File: config.mk
export PLATFORM = sky130hd
export DESIGN_NAME = eight_bit_16_reg_scanner
export DESIGN_NICKNAME = d
export VERILOG_FILES = /design/src/rtl/eight_bit_16_reg_scanner.sv
export SDC_FILE = /design/constraint.sdc
export NUM_CORES = 1
export LEC_CHECK = 0
export ABC_AREA = 1
export BUFFER_PORTS_ARGS = -buffer_cell sky130_fd_sc_hd__buf_2
export CORE_ASPECT_RATIO = 1.5
export CORE_MARGIN = 2
export CORE_UTILIZATION = 55
export CTS_BUF_LIST = sky130_fd_sc_hd__clkbuf_16
export CTS_CLUSTER_DIAMETER = 120
export DETAILED_ROUTE_END_ITERATION = 8
export GPL_ROUTABILITY_DRIVEN = 0
export PLACE_DENSITY = 0.85
export SLEW_MARGIN = 40
export SYNTH_ARGS = -nofsm -noshare
export SYNTH_HDL_FRONTEND = slang
export SYNTH_SLANG_ARGS = --single-unit
File: constraint.sdc
create_clock -name clk -period 2 [get_ports clk]
set_input_delay 0.1 -clock clk [delete_from_list [all_inputs] [get_ports clk]]
set_output_delay 0.1 -clock clk [all_outputs]
set_load 0.03 [all_outputs]
File: src/rtl/eight_bit_16_reg_scanner.sv
// Sixteen-entry 8-bit register bank feeding an external 16:1 mux, plus a scan
// FSM that walks the selects and streams the returned word out as valid/ready.
// Optional build macro: SCAN_SKIP_ZERO_EN (suppress 0x00 words during a scan).

module scan_reg_slot (
  input  logic       clk,
  input  logic       reset,
  input  logic       wr,
  input  logic [7:0] wd,
  output logic [7:0] q
);
  always_ff @(posedge clk) begin
    if (reset)   q <= 8'h00;
    else if (wr) q <= wd;
  end
endmodule

module eight_bit_16_reg_scanner #(
  parameter int SCAN_LAST = 15
) (
  input  logic       clk,
  input  logic       reset,
  input  logic       wr_en,
  input  logic [3:0] wr_addr,
  input  logic [7:0] wr_data,
  output logic [7:0] q0,
  output logic [7:0] q1,
  output logic [7:0] q2,
  output logic [7:0] q3,
  output logic [7:0] q4,
  output logic [7:0] q5,
  output logic [7:0] q6,
  output logic [7:0] q7,
  output logic [7:0] q8,
  output logic [7:0] q9,
  output logic [7:0] q10,
  output logic [7:0] q11,
  output logic [7:0] q12,
  output logic [7:0] q13,
  output logic [7:0] q14,
  output logic [7:0] q15,
  input  logic       start,
  output logic       s0,
  output logic       s1,
  output logic       s2,
  output logic       s3,
  input  logic [7:0] mux_out,
  output logic [7:0] dout,
  output logic       dout_valid,
  input  logic       dout_ready,
  output logic       busy,
  output logic       done
);
  localparam int          NUM_REGS = 16;
  localparam logic [3:0]  LAST     = 4'(SCAN_LAST);
`ifdef SCAN_SKIP_ZERO_EN
  localparam logic        SKIP_ZERO = 1'b1;
`else
  localparam logic        SKIP_ZERO = 1'b0;
`endif

  typedef enum logic [1:0] {S_IDLE, S_SEL, S_OUT, S_DONE} state_t;

  state_t                          state, state_nxt;
  logic [3:0]                      idx;
  logic [NUM_REGS-1:0][7:0]        q_bank;
  logic                            skip, at_last, xfer;

  // Register bank: one slot per mux input.
  for (genvar i = 0; i < NUM_REGS; i++) begin : g_slot
    scan_reg_slot u_slot (
      .clk   (clk),
      .reset (reset),
      .wr    (wr_en && (wr_addr == 4'(i))),
      .wd    (wr_data),
      .q     (q_bank[i])
    );
  end

  assign q0  = q_bank[0];
  assign q1  = q_bank[1];
  assign q2  = q_bank[2];
  assign q3  = q_bank[3];
  assign q4  = q_bank[4];
  assign q5  = q_bank[5];
  assign q6  = q_bank[6];
  assign q7  = q_bank[7];
  assign q8  = q_bank[8];
  assign q9  = q_bank[9];
  assign q10 = q_bank[10];
  assign q11 = q_bank[11];
  assign q12 = q_bank[12];
  assign q13 = q_bank[13];
  assign q14 = q_bank[14];
  assign q15 = q_bank[15];

  assign skip    = SKIP_ZERO && (mux_out == 8'h00);
  assign at_last = (idx == LAST);
  assign xfer    = (state == S_OUT) && dout_ready;

  always_ff @(posedge clk) begin
    if (reset) state <= S_IDLE;
    else       state <= state_nxt;
  end

  always_comb begin
    state_nxt = state;
    case (state)
      S_IDLE: if (start) state_nxt = S_SEL;
      S_SEL:  if (!skip) state_nxt = S_OUT;
              else if (at_last) state_nxt = S_DONE;
      S_OUT:  if (dout_ready) state_nxt = at_last ? S_DONE : S_SEL;
      S_DONE: state_nxt = S_IDLE;
      default: state_nxt = S_IDLE;
    endcase
  end

  always_comb begin
    busy       = (state != S_IDLE);
    done       = (state == S_DONE);
    dout_valid = (state == S_OUT);
    {s3, s2, s1, s0} = idx;
  end

  // Index only advances inside a scan and saturates at LAST; it is
  // cleared on the way back through IDLE.
  always_ff @(posedge clk) begin
    if (reset)                                    idx <= 4'd0;
    else if (state == S_IDLE || state == S_DONE)  idx <= 4'd0;
    else if (xfer && !at_last)                    idx <= idx + 4'd1;
    else if (state == S_SEL && skip && !at_last)  idx <= idx + 4'd1;
  end

  // Capture samples the pre-edge bank, so a same-edge write is not seen.
  always_ff @(posedge clk) begin
    if (reset)                          dout <= 8'h00;
    else if (state == S_SEL && !skip)   dout <= mux_out;
  end

endmodule

Yosys cells after proc, flatten, opt, wreduce, memory -nomap -nowiden
Cells that the tools add are included.
- add/sub/neg operators: 1
- equal/unequal tests: 21
- mux-type cells: 4
- reduce and logical (&&, ||, !) cells: 25
- operator list (cell ; count):
    $eq 4x4->1 const B ; 9
    $logic_and 1x1->1 ; 18
    $eq 4x3->1 const B ; 4
    $eq 4x2->1 const B ; 2
    $pmux 2 s4 ; 1
    $mux 2 ; 3
    $add 4x1->4 const B ; 1
    $eq 2x2->1 const B ; 2
    $eq 4x1->1 const B ; 1
    $logic_not 4->1 ; 1
    $eq 2x1->1 const B ; 1
    $logic_not 2->1 ; 1
    $ne 2x1->1 const B ; 1
    $ne 2x2->1 const B ; 1
    $reduce_and 2->1 ; 1
    $reduce_bool 2->1 ; 1
    $reduce_or 2->1 ; 1
    $logic_not 1->1 ; 1
    $logic_or 1x1->1 ; 1
- register bits after elaboration: 142
- bits of input ports: 25
- output and inout bits: 143
- logic and storage cells: 70

Logic depth before layout (Yosys ltp)
Gate-level depths: netlist of run 1.
- depth in word-level cells: 4
- mapped depth: 9
- mapped depth without buffers: 9

By module
From an unflattened synthesis of run 1, not the netlist that was laid out.
- cells, all modules: 938
- area, all modules: 6247.2 µm²
- by module, submodules not included (module ; times used ; cells an instance ; area an instance (µm²) ; sequential area each (µm²)):
    scan_reg_slot ; 16 ; 51 ; 341.6 ; 160.2
    eight_bit_16_reg_scanner ; 1 ; 122 ; 782.0 ; 280.3

Worst setup path before layout of run 1
OpenSTA, ideal clock, no wires.
- path kind: reg2reg
- start point: register state[0]
- end point: register idx[0]
- arrival: 1.270 ns
- data required time: 1.886 ns
- path slack: 0.616 ns
- cell stages (with the launch flop): 10
- path buffers: 0
- clock period less this slack: 1.384 ns
- cell sequence: dfxtp_1 inv_1 ha_1 nand2_1 inv_1 nand2_1 inv_1 nand2_1 nand2_1 nor2_1
- longest elaborated chain between the ends: 3
- elaborated cells between the ends (all ways): 7
- those cells by class: 2 x eq/ne; 5 x reduce/logical
- ends and longest elaborated chain (what ; line ; RTL):
    start, declared ; 64 ; state_t state, state_nxt;
    start signal, assigned ; 103 ; else state <= state_nxt;
    $eq 2x2->1 ; - ;
    net dout_valid ; 49 ; output logic dout_valid,
    $logic_and 1x1->1 ; 99 ; assign xfer = (state == S_OUT) && dout_ready;
    $logic_and 1x1->1 ; 130 ; else if (xfer && !at_last) idx <= idx + 4'd1;
    end signal, assigned ; 130 ;
    end signal, assigned ; 131 ; else if (state == S_SEL && skip && !at_last) idx <= idx + 4'd1;
    end, declared ; 65 ; logic [3:0] idx;
The timed path passes the listed nets, and every way through them passes these cells.
A chain may end at the register's enable or synchronous reset.

Worst setup path after layout of run 1
- start point: register state[1]
- end point: output port busy
- longest elaborated chain between the ends: 1
- ends and longest elaborated chain (what ; line ; RTL):
    $reduce_bool 2->1 ; 119 ; busy = (state != S_IDLE);
    end, declared ; 51 ; output logic busy,
Every way passes these cells.

==> results of run 1 <==
-- path summary, 6_finish.rpt --
path                            slack [ps]                endpoint                    from  depth (start not counted)
worst min-delay path                    50  g_slot[12].u_slot.q[0]                   wr_en                          3
worst min register to register         460  g_slot[12].u_slot.q[0]  g_slot[12].u_slot.q[0]                          2
worst max-delay path                   520                    busy                state[1]                          4
worst max register to register         590                 dout[3]                state[1]                          5
-- flip-flops by register name, summed over array words and instances, names as in the netlist --
register	cells
g_slot.u_slot.q	128
dout	8
idx	4
state	2
-- metal layers --
metal / GRT usage, % / vias up / part of all wire (%)
li1: - / 2690 / -
met1: 31.9 / 2442 / 39
met2: 49.8 / 225 / 51
met3: 6.53 / 37 / 7.3
met4: 11.3 / 0 / 2.8
met5: 0 / - / 0
-- area by class of cell --
| class | instances | area share [%] |
|---|---|---|
| well taps | 115 | 2.03 |
| repair buffers | 191 | 14.8 |
| flip-flops and latches | 142 | 40.2 |
| clock buffers | 17 | 6.02 |
| multi-input cells | 545 | 31.8 |
| inverters | 31 | 1.65 |
| clock inverters | 14 | 3.49 |
-- report_power, final --
group / total, W / internal [W] / switching (W)
logic: 0.000904 / 0.000254 / 0.000650
registers: 0.00302 / 0.00295 / 0.0000750
clock network: 0.00359 / 0.00244 / 0.00115
-- layout by cell type (no fill, tap or decap) --
cell	instances
dlygate4sd3_1	8
nand2_1	167
o21ai_0	58
nand4_1	17
dfxtp_1	142
clkinv_2	2
inv_1	29
clkinvlp_4	2
bufinv_16	7
buf_12	1
nand3_1	9
buf_2	167
clkinv_1	4
nor2_2	1
a21oi_1	17
inv_2	1
buf_4	15
clkbuf_16	17
ha_1	6
nor2_1	270
-- per-stage QoR --
stage | total power (W) | hold slack, ps | worst slack [ps] | instance area (sq um)
2_1_floorplan | 0.00369 | 235 | 616 | 5380
3_3_place_gp | 0.00393 | 322 | 714 | 6320
3_5_place_dp | 0.00395 | 337 | 662 | 6320
4_1_cts | 0.00752 | 43.5 | 522 | 7070
5_1_grt | 0.00776 | 69.1 | 463 | 7070
6_report | 0.00752 | 48.6 | 519 | 7070
-- critical path: cells and delay by family (launching register included) --
| family | cells | cell delay, ps |
|---|---|---|
| buf+inv | 3 | 350 |
| fa+ha+maj | 1 | 210 |
| flops | 1 | 410 |
-- cells by family after synthesis --
| logic type | Yosys count | share of synthesized area, % |
|---|---|---|
| fa+ha+maj | 6 | 1.40 |
| buf+inv | 66 | 5.28 |
| simple gates | 464 | 33.4 |
| flops | 142 | 52.9 |
| compound gates | 75 | 6.98 |
-- repair_timing --
item / CTS / global route
hold endpoints to repair: 8 / 0
endpoints found under the setup margin: 0 / 0
hold buffers: 8 / 0
==> results.ini, run 1 <==
[outcome]
outcome = finished, final reports clean

[grt]
grt_pass1_wl_mm = 23.8
grt_usage_pct = 28.0
antenna_found_initial = 0
grt_pass1_vias = 5002
overflow = 0
grt_max_degree = 69

[yosys]
ys_top_cells_by_area = dfxtp_1 (53%), nor2_1 (19%), nand2_1 (12%)
synth_enable_flop_cells = 0
synth_fp_nets = 784
syn_area_per_cell_sq_um = 7.14
synth_cell_type_count = 14
synth_area_sq_um = 5380
synth_warnings = 0
yosysMostFrequentCell = nor2_1
yosys_most_used_dff = dfxtp_1
synth_top_area_cell = dfxtp_1
synth_common_cells = nor2_1 (270), nand2_1 (167), dfxtp_1 (142)
synth-async-reset-ratio_pct = 0
postSynthRegisterBits = 142
synth-seq-area-share_pct = 52.9
syn_inst = 753
synth_top_cell_area_share_pct = 52.9

[pwr]
power.density_nw_per_um2 = 1060
p_leak_nw = 3.53
max-vdd-ir-drop_uv = 846

[timing]
hold_viol = 0
setup_tns_ps = 0
period_needed_ps = 1480
skew_ps = 2.13
rsz0062_at_grt = false
relSlewSlack_pct = 68.9
clock.fmax_mhz = 675
worstMarginPinSlew_ps = 465
setup_viol = 0
min_period_over_period_pct = 74.1
report.final.slew_viol_count = 0

[clock_network]
clk_latency_ps = 410
clock_path_buffers = 2
cts_tree = yes
cts_sinks = 142
htree_levels = 4
cts-resized-gates = 0
numCtsBuffers = 17
clk_pin_slew_ps = 60
clockRootBuffer = clkbuf_16
post_cts_buffers = 0

[placement]
place.port_buffers = 167
dp.cells = 1016
dp_hpwl_mm = 9.73

[drt]
totalWireLength_mm = 14.8
wl_per_cell_um = 14.0
drc = 0
vias = 5394
drt_iter0_markers = 287
ant_nets = 0
vias_per_cell = 5.11
drt_first_pass_iters = 5

[cells_and_area]
fill_cells = 747
diodes = 0
syn_to_final_growth_pct = 31.6
nets = 959
final_util_pct = 73.8
seqCellArea_sq_um = 2840
drive_above_1_share_pct = 22.7
multi_input_area_sq_um = 2250
finalNonFillerCells = 1055

[die]
die_height_um = 125
die_w_um = 84.7
core_sq_um = 9580
initial_core_util_pct = 56.1
pin_count = 168
die-area_sq_um = 10600
row_count = 44

[run]
cap_violations = 0

[critical_path]
crit_chain = inv_1 -> ha_1 -> inv_1 -> buf_2
crit_path_max_fanout = 4
critPathKind = flop to output port
crit_slowest_cell = dfxtp_1
crit_required_ps = 1900
startpoint_type = flop
cp.arrival_ps = 1380
path_common_cell = inv_1
end_kind = output port
critical-path-max-stage-delay_ps = 410

[worst_hold_path]
hp-class = input port to flop

Power figures use the tool's default switching activity.
==> run 2, diff against run 1 <==
--- a/config.mk
+++ b/config.mk
@@ -9,12 +9,12 @@
 export BUFFER_PORTS_ARGS = -buffer_cell sky130_fd_sc_hd__buf_2
 export CORE_ASPECT_RATIO = 1.5
 export CORE_MARGIN = 2
-export CORE_UTILIZATION = 55
+export CORE_UTILIZATION = 51
 export CTS_BUF_LIST = sky130_fd_sc_hd__clkbuf_16
 export CTS_CLUSTER_DIAMETER = 120
 export DETAILED_ROUTE_END_ITERATION = 8
 export GPL_ROUTABILITY_DRIVEN = 0
-export PLACE_DENSITY = 0.85
+export PLACE_DENSITY = 0.8
 export SLEW_MARGIN = 40
 export SYNTH_ARGS = -nofsm -noshare
 export SYNTH_HDL_FRONTEND = slang
==> constraint.sdc (replaced) <==
create_clock -name clk -period 1.5 [get_ports clk]
set_input_delay 0.075 -clock clk [delete_from_list [all_inputs] [get_ports clk]]
set_output_delay 0.075 -clock clk [all_outputs]
set_load 0.03 [all_outputs]
==> results.ini, run 2 (same netlist as run 1, synthesis figures left out) <==
[drt]
wl_per_cell_um = 13.5  ; -3.7%
vias_per_cell = 4.86  ; -5.0%
drt_iter0_markers = 297  ; +3.5%
ant_nets = 0  ; unchanged
drc = 0  ; unchanged
totalWireLength_mm = 14.6  ; -0.81%
vias = 5280  ; -2.1%
drt_first_pass_iters = 5  ; unchanged

[pwr]
p_leak_nw = 3.55  ; +0.40%
power.density_nw_per_um2 = 1360  ; +28%
max-vdd-ir-drop_uv = 1000  ; +19%

[timing]
period_needed_ps = 1370
report.final.slew_viol_count = 0  ; unchanged
setup_tns_ps = 0  ; unchanged
relSlewSlack_pct = 74.3  ; +5.4 points
setup_viol = 0  ; unchanged
clock.fmax_mhz = 729
rsz0062_at_grt = false
skew_ps = 5.00  ; +2.87 ps
holdWs_ps = 46.0  ; -2.59 ps
min_period_over_period_pct = 91.5
hold_viol = 0  ; unchanged
worstMarginPinSlew_ps = 385  ; -79.8 ps

[worst_hold_path]
hp-class = input port to flop

[die]
die_height_um = 130  ; +3.7%
initial_core_util_pct = 52.7  ; -3.4 points
die-area_sq_um = 11400  ; +7.5%
core_sq_um = 10200  ; +6.4%
row_count = 45  ; +2.3%
pin_count = 168  ; unchanged
die_w_um = 87.8  ; +3.7%

[cells_and_area]
drive_above_1_share_pct = 23.3  ; +0.62 points
layout_common_cells = nor2_1 (270), nand2_1 (167), buf_2 (167), dfxtp_1 (140), o21ai_0 (58)
layout_commonest_cell = nor2_1
nets = 964  ; +0.52%
syn_to_final_growth_pct = 32.3
regMostFlops = g_slot.u_slot.q
largest_register_ffs = 128  ; unchanged
fill_cells = 854  ; +14%
top_regs = g_slot.u_slot.q: 128 flops, dout: 8 flops, idx: 4 flops

[critical_path]
critical-path-max-stage-delay_ps = 360  ; -50 ps
crit_chain = inv_1 -> ha_1 -> inv_1 -> buf_2
path_common_cell = inv_1
crit_slowest_cell = dfxtp_2
startpoint_type = flop
crit_path_max_fanout = 5  ; +1
crit_required_ps = 1420  ; -480 ps
end_kind = output port
cp_top_family = flip-flops
critPathKind = flop to output port
cp.arrival_ps = 1300  ; -80 ps
path_buf_inv = 3  ; unchanged

[grt]
antenna_found_initial = 0  ; unchanged
overflow = 0  ; unchanged
grt_usage_pct = 26.2  ; -1.8 points
grt_pass1_wl_mm = 23.1  ; -2.9%
grt_pass1_vias = 4815  ; -3.7%
grt_max_degree = 49  ; -29%

[clock_network]
htree_levels = 4  ; unchanged
clock_path_buffers = 2  ; unchanged
clockRootBuffer = clkbuf_16
clk_pin_slew_ps = 50  ; about the same
clk_latency_ps = 410  ; about the same
cts_sinks = 142  ; unchanged
post_cts_buffers = 0  ; unchanged
numCtsBuffers = 17  ; unchanged
cts_tree = yes

[placement]
dp_hpwl_mm = 10.0  ; +3.2%
place.port_buffers = 167  ; unchanged

[outcome]
outcome = finished, final reports clean

[run]
cap_violations = 0  ; unchanged

==> run 2: cell count changes in the layout (fill, tap and decap cells not counted), moves of 2 or more <==
cell	delta
bufinv_16	-2
buf_4	+4
dfxtp_2	+2
dfxtp_1	-2
==> run 2: through the flow <==
step | setup slack [ps] | std cells | area, sq um | util, % | total power (W)
detailed placement | 199 | 1047 | 6400 | 62.8 | 0.00530
CTS | 51.1 | 1086 | 7110 | 69.7 | 0.00974
finish | 128 | 1087 | 7110 | 69.8 | 0.00970
global placement | 247 | 1047 | 6400 | 62.8 | 0.00527
floorplan | 116 | 753 | 5380 | - | 0.00492
global route | 51.8 | 1086 | 7110 | 69.8 | 0.0100
==> run 2: area by class of cell <==
| cell class | count | area [sq um] | share of cell area (%) |
|---|---|---|---|
| diodes | 1 | 2.50 | 0.0352 |
| flip-flops and latches | 142 | 2850 | 40.0 |
| inverters | 31 | 116 | 1.64 |
| clock inverters | 14 | 200 | 2.81 |
| multi-input cells | 545 | 2250 | 31.6 |
| repair buffers | 196 | 1100 | 15.4 |
| clock buffers | 17 | 425 | 5.98 |
| well taps | 141 | 176 | 2.48 |
==> run 2: worst min-delay path, delay by kind of cell <==
family	cells	cell delay, ps
buffers and inverters	1	170
and+or+nand+nor	2	170
==> run 2: power breakdown <==
| group | internal [W] | switching [W] |
|---|---|---|
| clock network | 0.00291 | 0.00154 |
| logic | 0.000352 | 0.000866 |
| registers | 0.00393 | 0.0000937 |
==> run 2: final timing paths <==
path              slack, ps                endpoint              startpoint  depth (start not counted)
setup / recovery        130                    busy                state[0]                          4
hold / removal           50  g_slot[11].u_slot.q[5]              wr_data[5]                          3
setup reg to reg        210                 dout[5]                state[1]                          5
hold reg to reg         460  g_slot[12].u_slot.q[7]  g_slot[12].u_slot.q[7]                          2
==> run 2: per-layer routing <==
layer | global-route usage, % | vias up | routed length [um]
li1 | - | 2703 | -
met1 | 30.3 | 2349 | 5790
met2 | 45.5 | 199 | 7370
met3 | 7.21 | 29 | 1060
met4 | 10.3 | 0 | 406
met5 | 0 | - | 0
==> run 2: timing repair <==
item	CTS	global route
resized for setup	0	2
hold endpoints to repair	8	0
setup endpoints to repair	0	1
hold buffers	8	0
==> run 3, diff against run 2 <==
--- a/config.mk
+++ b/config.mk
@@ -5,11 +5,10 @@
 export SDC_FILE = /design/constraint.sdc
 export NUM_CORES = 1
 export LEC_CHECK = 0
-export ABC_AREA = 1
 export BUFFER_PORTS_ARGS = -buffer_cell sky130_fd_sc_hd__buf_2
 export CORE_ASPECT_RATIO = 1.5
 export CORE_MARGIN = 2
-export CORE_UTILIZATION = 51
+export CORE_UTILIZATION = 52
 export CTS_BUF_LIST = sky130_fd_sc_hd__clkbuf_16
 export CTS_CLUSTER_DIAMETER = 120
 export DETAILED_ROUTE_END_ITERATION = 8
==> results.ini, run 3 <==
[timing]
min_period_over_period_pct = 95.9  ; +4.4 points
report.final.slew_viol_count = 0  ; unchanged
setup_viol = 0  ; unchanged
period_needed_ps = 1440  ; +66.2 ps
clock.fmax_mhz = 695  ; -4.6%
worstMarginPinSlew_ps = 589  ; +204 ps
skew_ps = 2.40  ; -2.60 ps
relSlewSlack_pct = 60.7  ; -14 points
hold_viol = 0  ; unchanged

[die]
core_sq_um = 10900  ; +7.3%
die_height_um = 133  ; +2.4%
row_count = 47  ; +4.4%
die-area_sq_um = 11900  ; +4.8%
die_w_um = 89.9  ; +2.4%
pin_count = 168  ; unchanged
initial_core_util_pct = 52.6  ; -0.12 points

[clock_network]
numCtsBuffers = 17  ; unchanged
clock_path_buffers = 2  ; unchanged
htree_levels = 4  ; unchanged
cts_sinks = 142  ; unchanged
cts_tree = yes
clockRootBuffer = clkbuf_16
clk_latency_ps = 400  ; about the same
clk_pin_slew_ps = 60  ; about the same

[worst_hold_path]
hp-class = input port to flop
hold_depth = 3  ; unchanged
min_from = dout_ready
holdPathEnd = idx[2]

[outcome]
outcome = finished, final reports clean

[yosys]
synth_fp_nets = 556  ; -29%
syn_area_per_cell_sq_um = 11.0  ; +54%
postSynthRegisterBits = 142  ; unchanged
yosysMostFrequentCell = dfxtp_1
synth_area_sq_um = 5760  ; +7.1%
synth-async-reset-ratio_pct = 0  ; unchanged
synth_top_area_cell = dfxtp_1
yosys_most_used_dff = dfxtp_1
synth_enable_flop_cells = 0  ; unchanged
synth_top_cell_area_share_pct = 49.4  ; -3.5 points
synth_common_cells = dfxtp_1 (142), nand2b_1 (139), mux2i_1 (136)
synth-seq-area-share_pct = 49.4  ; -3.5 points
synth_warnings = 0  ; unchanged
syn_inst = 525  ; -30%
synth_cell_type_count = 34  ; +20
ys_top_cells_by_area = dfxtp_1 (49%), mux2i_1 (24%), nand2b_1 (15%)

[grt]
overflow = 0  ; unchanged
grt_pass1_wl_mm = 22.8  ; -1.4%
grt_pass1_vias = 4397  ; -8.7%
grt_usage_pct = 24.1  ; -2.1 points
grt_max_degree = 73  ; +49%
antenna_found_initial = 0  ; unchanged

[critical_path]
path_buf_inv = 1  ; -2
crit_required_ps = 1800  ; +380 ps
timing.rr.end = idx[3]
crit_chain = inv_2 -> ha_4 -> nand2_2 -> or4b_1 -> o211a_1
end_kind = flop
crit_slowest_cell = or4b_1
r2r_cells = 5  ; unchanged
cp.arrival_ps = 1730  ; +430 ps
ff2ff_setup_slack_ps = 60  ; -150 ps
critical-path-max-stage-delay_ps = 510  ; +150 ps
reg2reg_from = state[0]
cp_top_family = simple AND/OR/NAND/NOR gates
startpoint_type = flop
critPathKind = flop to flop
crit_path_max_fanout = 6  ; +1

[cells_and_area]
layout_commonest_cell = buf_2
regMostFlops = g_slot.u_slot.q
largest_register_ffs = 128  ; unchanged
postLayoutCellArea_sq_um = 7380  ; +3.8%
nets = 724  ; -25%
drive_above_1_share_pct = 32.6  ; +9.3 points
diodes = 0  ; -1
final_util_pct = 67.5  ; -2.3 points
top_regs = g_slot.u_slot.q: 128 flops, dout: 8 flops, idx: 4 flops
layout_common_cells = buf_2 (166), dfxtp_1 (140), nand2b_1 (139), mux2i_1 (136), clkbuf_16 (17)
syn_to_final_growth_pct = 28.3

[drt]
drc = 0  ; unchanged
ant_nets = 0  ; unchanged
drt_first_pass_iters = 4  ; -1
vias = 4388  ; -17%
vias_per_cell = 5.15  ; +6.0%
wl_per_cell_um = 16.9  ; +25%
drt_iter0_markers = 128  ; -57%
totalWireLength_mm = 14.4  ; -1.9%

[placement]
place.port_buffers = 167  ; unchanged
placed_area_sq_um = 6750  ; +5.4%
dp_hpwl_mm = 9.76  ; -2.8%

[pwr]
power.density_nw_per_um2 = 1170  ; -14%
max-vdd-ir-drop_uv = 831  ; -17%
p_leak_nw = 4.05  ; +14%

[run]
cap_violations = 0  ; unchanged

## run 3: power breakdown
part	internal (W)	switching [W]	total (W)
clock network	0.00238	0.00146	0.00384
logic	0.000349	0.000547	0.000896
registers	0.00386	0.0000541	0.00392
total	0.00659	0.00206	0.00865
## run 3: how the worst max path moves through the flow
stage / from / depth (start not counted) / endpoint / slack (ps)
final: state[0] / 5 / idx[3] / 60
after global routing: state[0] / 5 / idx[3] / -0.6
after CTS: state[1] / 4 / busy / 9
after detailed placement: wr_addr[1] / 4 / g_slot[5].u_slot.q[1] / 20
after global placement: wr_addr[1] / 4 / g_slot[5].u_slot.q[4] / 80
after floorplan: state[0] / 5 / idx[3] / 30
## run 3: cells by family after synthesis
group | count (synthesis) | share of synthesized area [%]
AO/OA/AOI/OAI | 10 | 1.17
adder cells (fa/ha/maj) | 6 | 1.30
buffers and inverters | 44 | 3.63
flip-flops | 142 | 49.4
multiplexers | 136 | 23.7
AND/OR/NAND/NOR | 187 | 20.8
## run 3: layout make-up
cell class | instances | area [sq um]
flip-flops and latches | 142 | 2850
fillers | 859 | 3560
clock buffers | 17 | 425
well taps | 147 | 184
repair buffers | 190 | 1080
clock inverters | 14 | 114
inverters | 3 | 11.3
multi-input cells | 339 | 2720
## run 3: metal layers
layer,track usage [%],share of wire (%)
met1,26.5,40
met2,44.1,53
met3,5.01,4.4
met4,11.2,3.0
met5,0,0
## run 3: worst reg2reg max path, stage by stage (launching register included)
cell and delay [ps]:
dfxtp_2 340, inv_2 90, ha_4 170, nand2_2 70, or4b_1 510, o211a_1 140
## run 3: through the flow
stage          instances  hold WS [ps]  power (W)  setup TNS [ps]  setup WS (ps)
6_report             852          57.6    0.00865               0           61.7
5_1_grt              852          48.5    0.00893          -0.591         -0.591
4_1_cts              851          40.0    0.00869               0           9.04
3_5_place_dp         812           322    0.00485               0           15.0
3_3_place_gp         812           305    0.00482               0           79.9
2_1_floorplan        525           223    0.00460               0           27.0
## run 3: what timing repair did
| item | in CTS | in global routing |
|---|---|---|
| endpoints found under the setup margin | 0 | 6 |
| resized for setup | 0 | 3 |
| setup buffers | 0 | 1 |
| hold buffers | 8 | 0 |
| hold endpoints to repair | 8 | 0 |
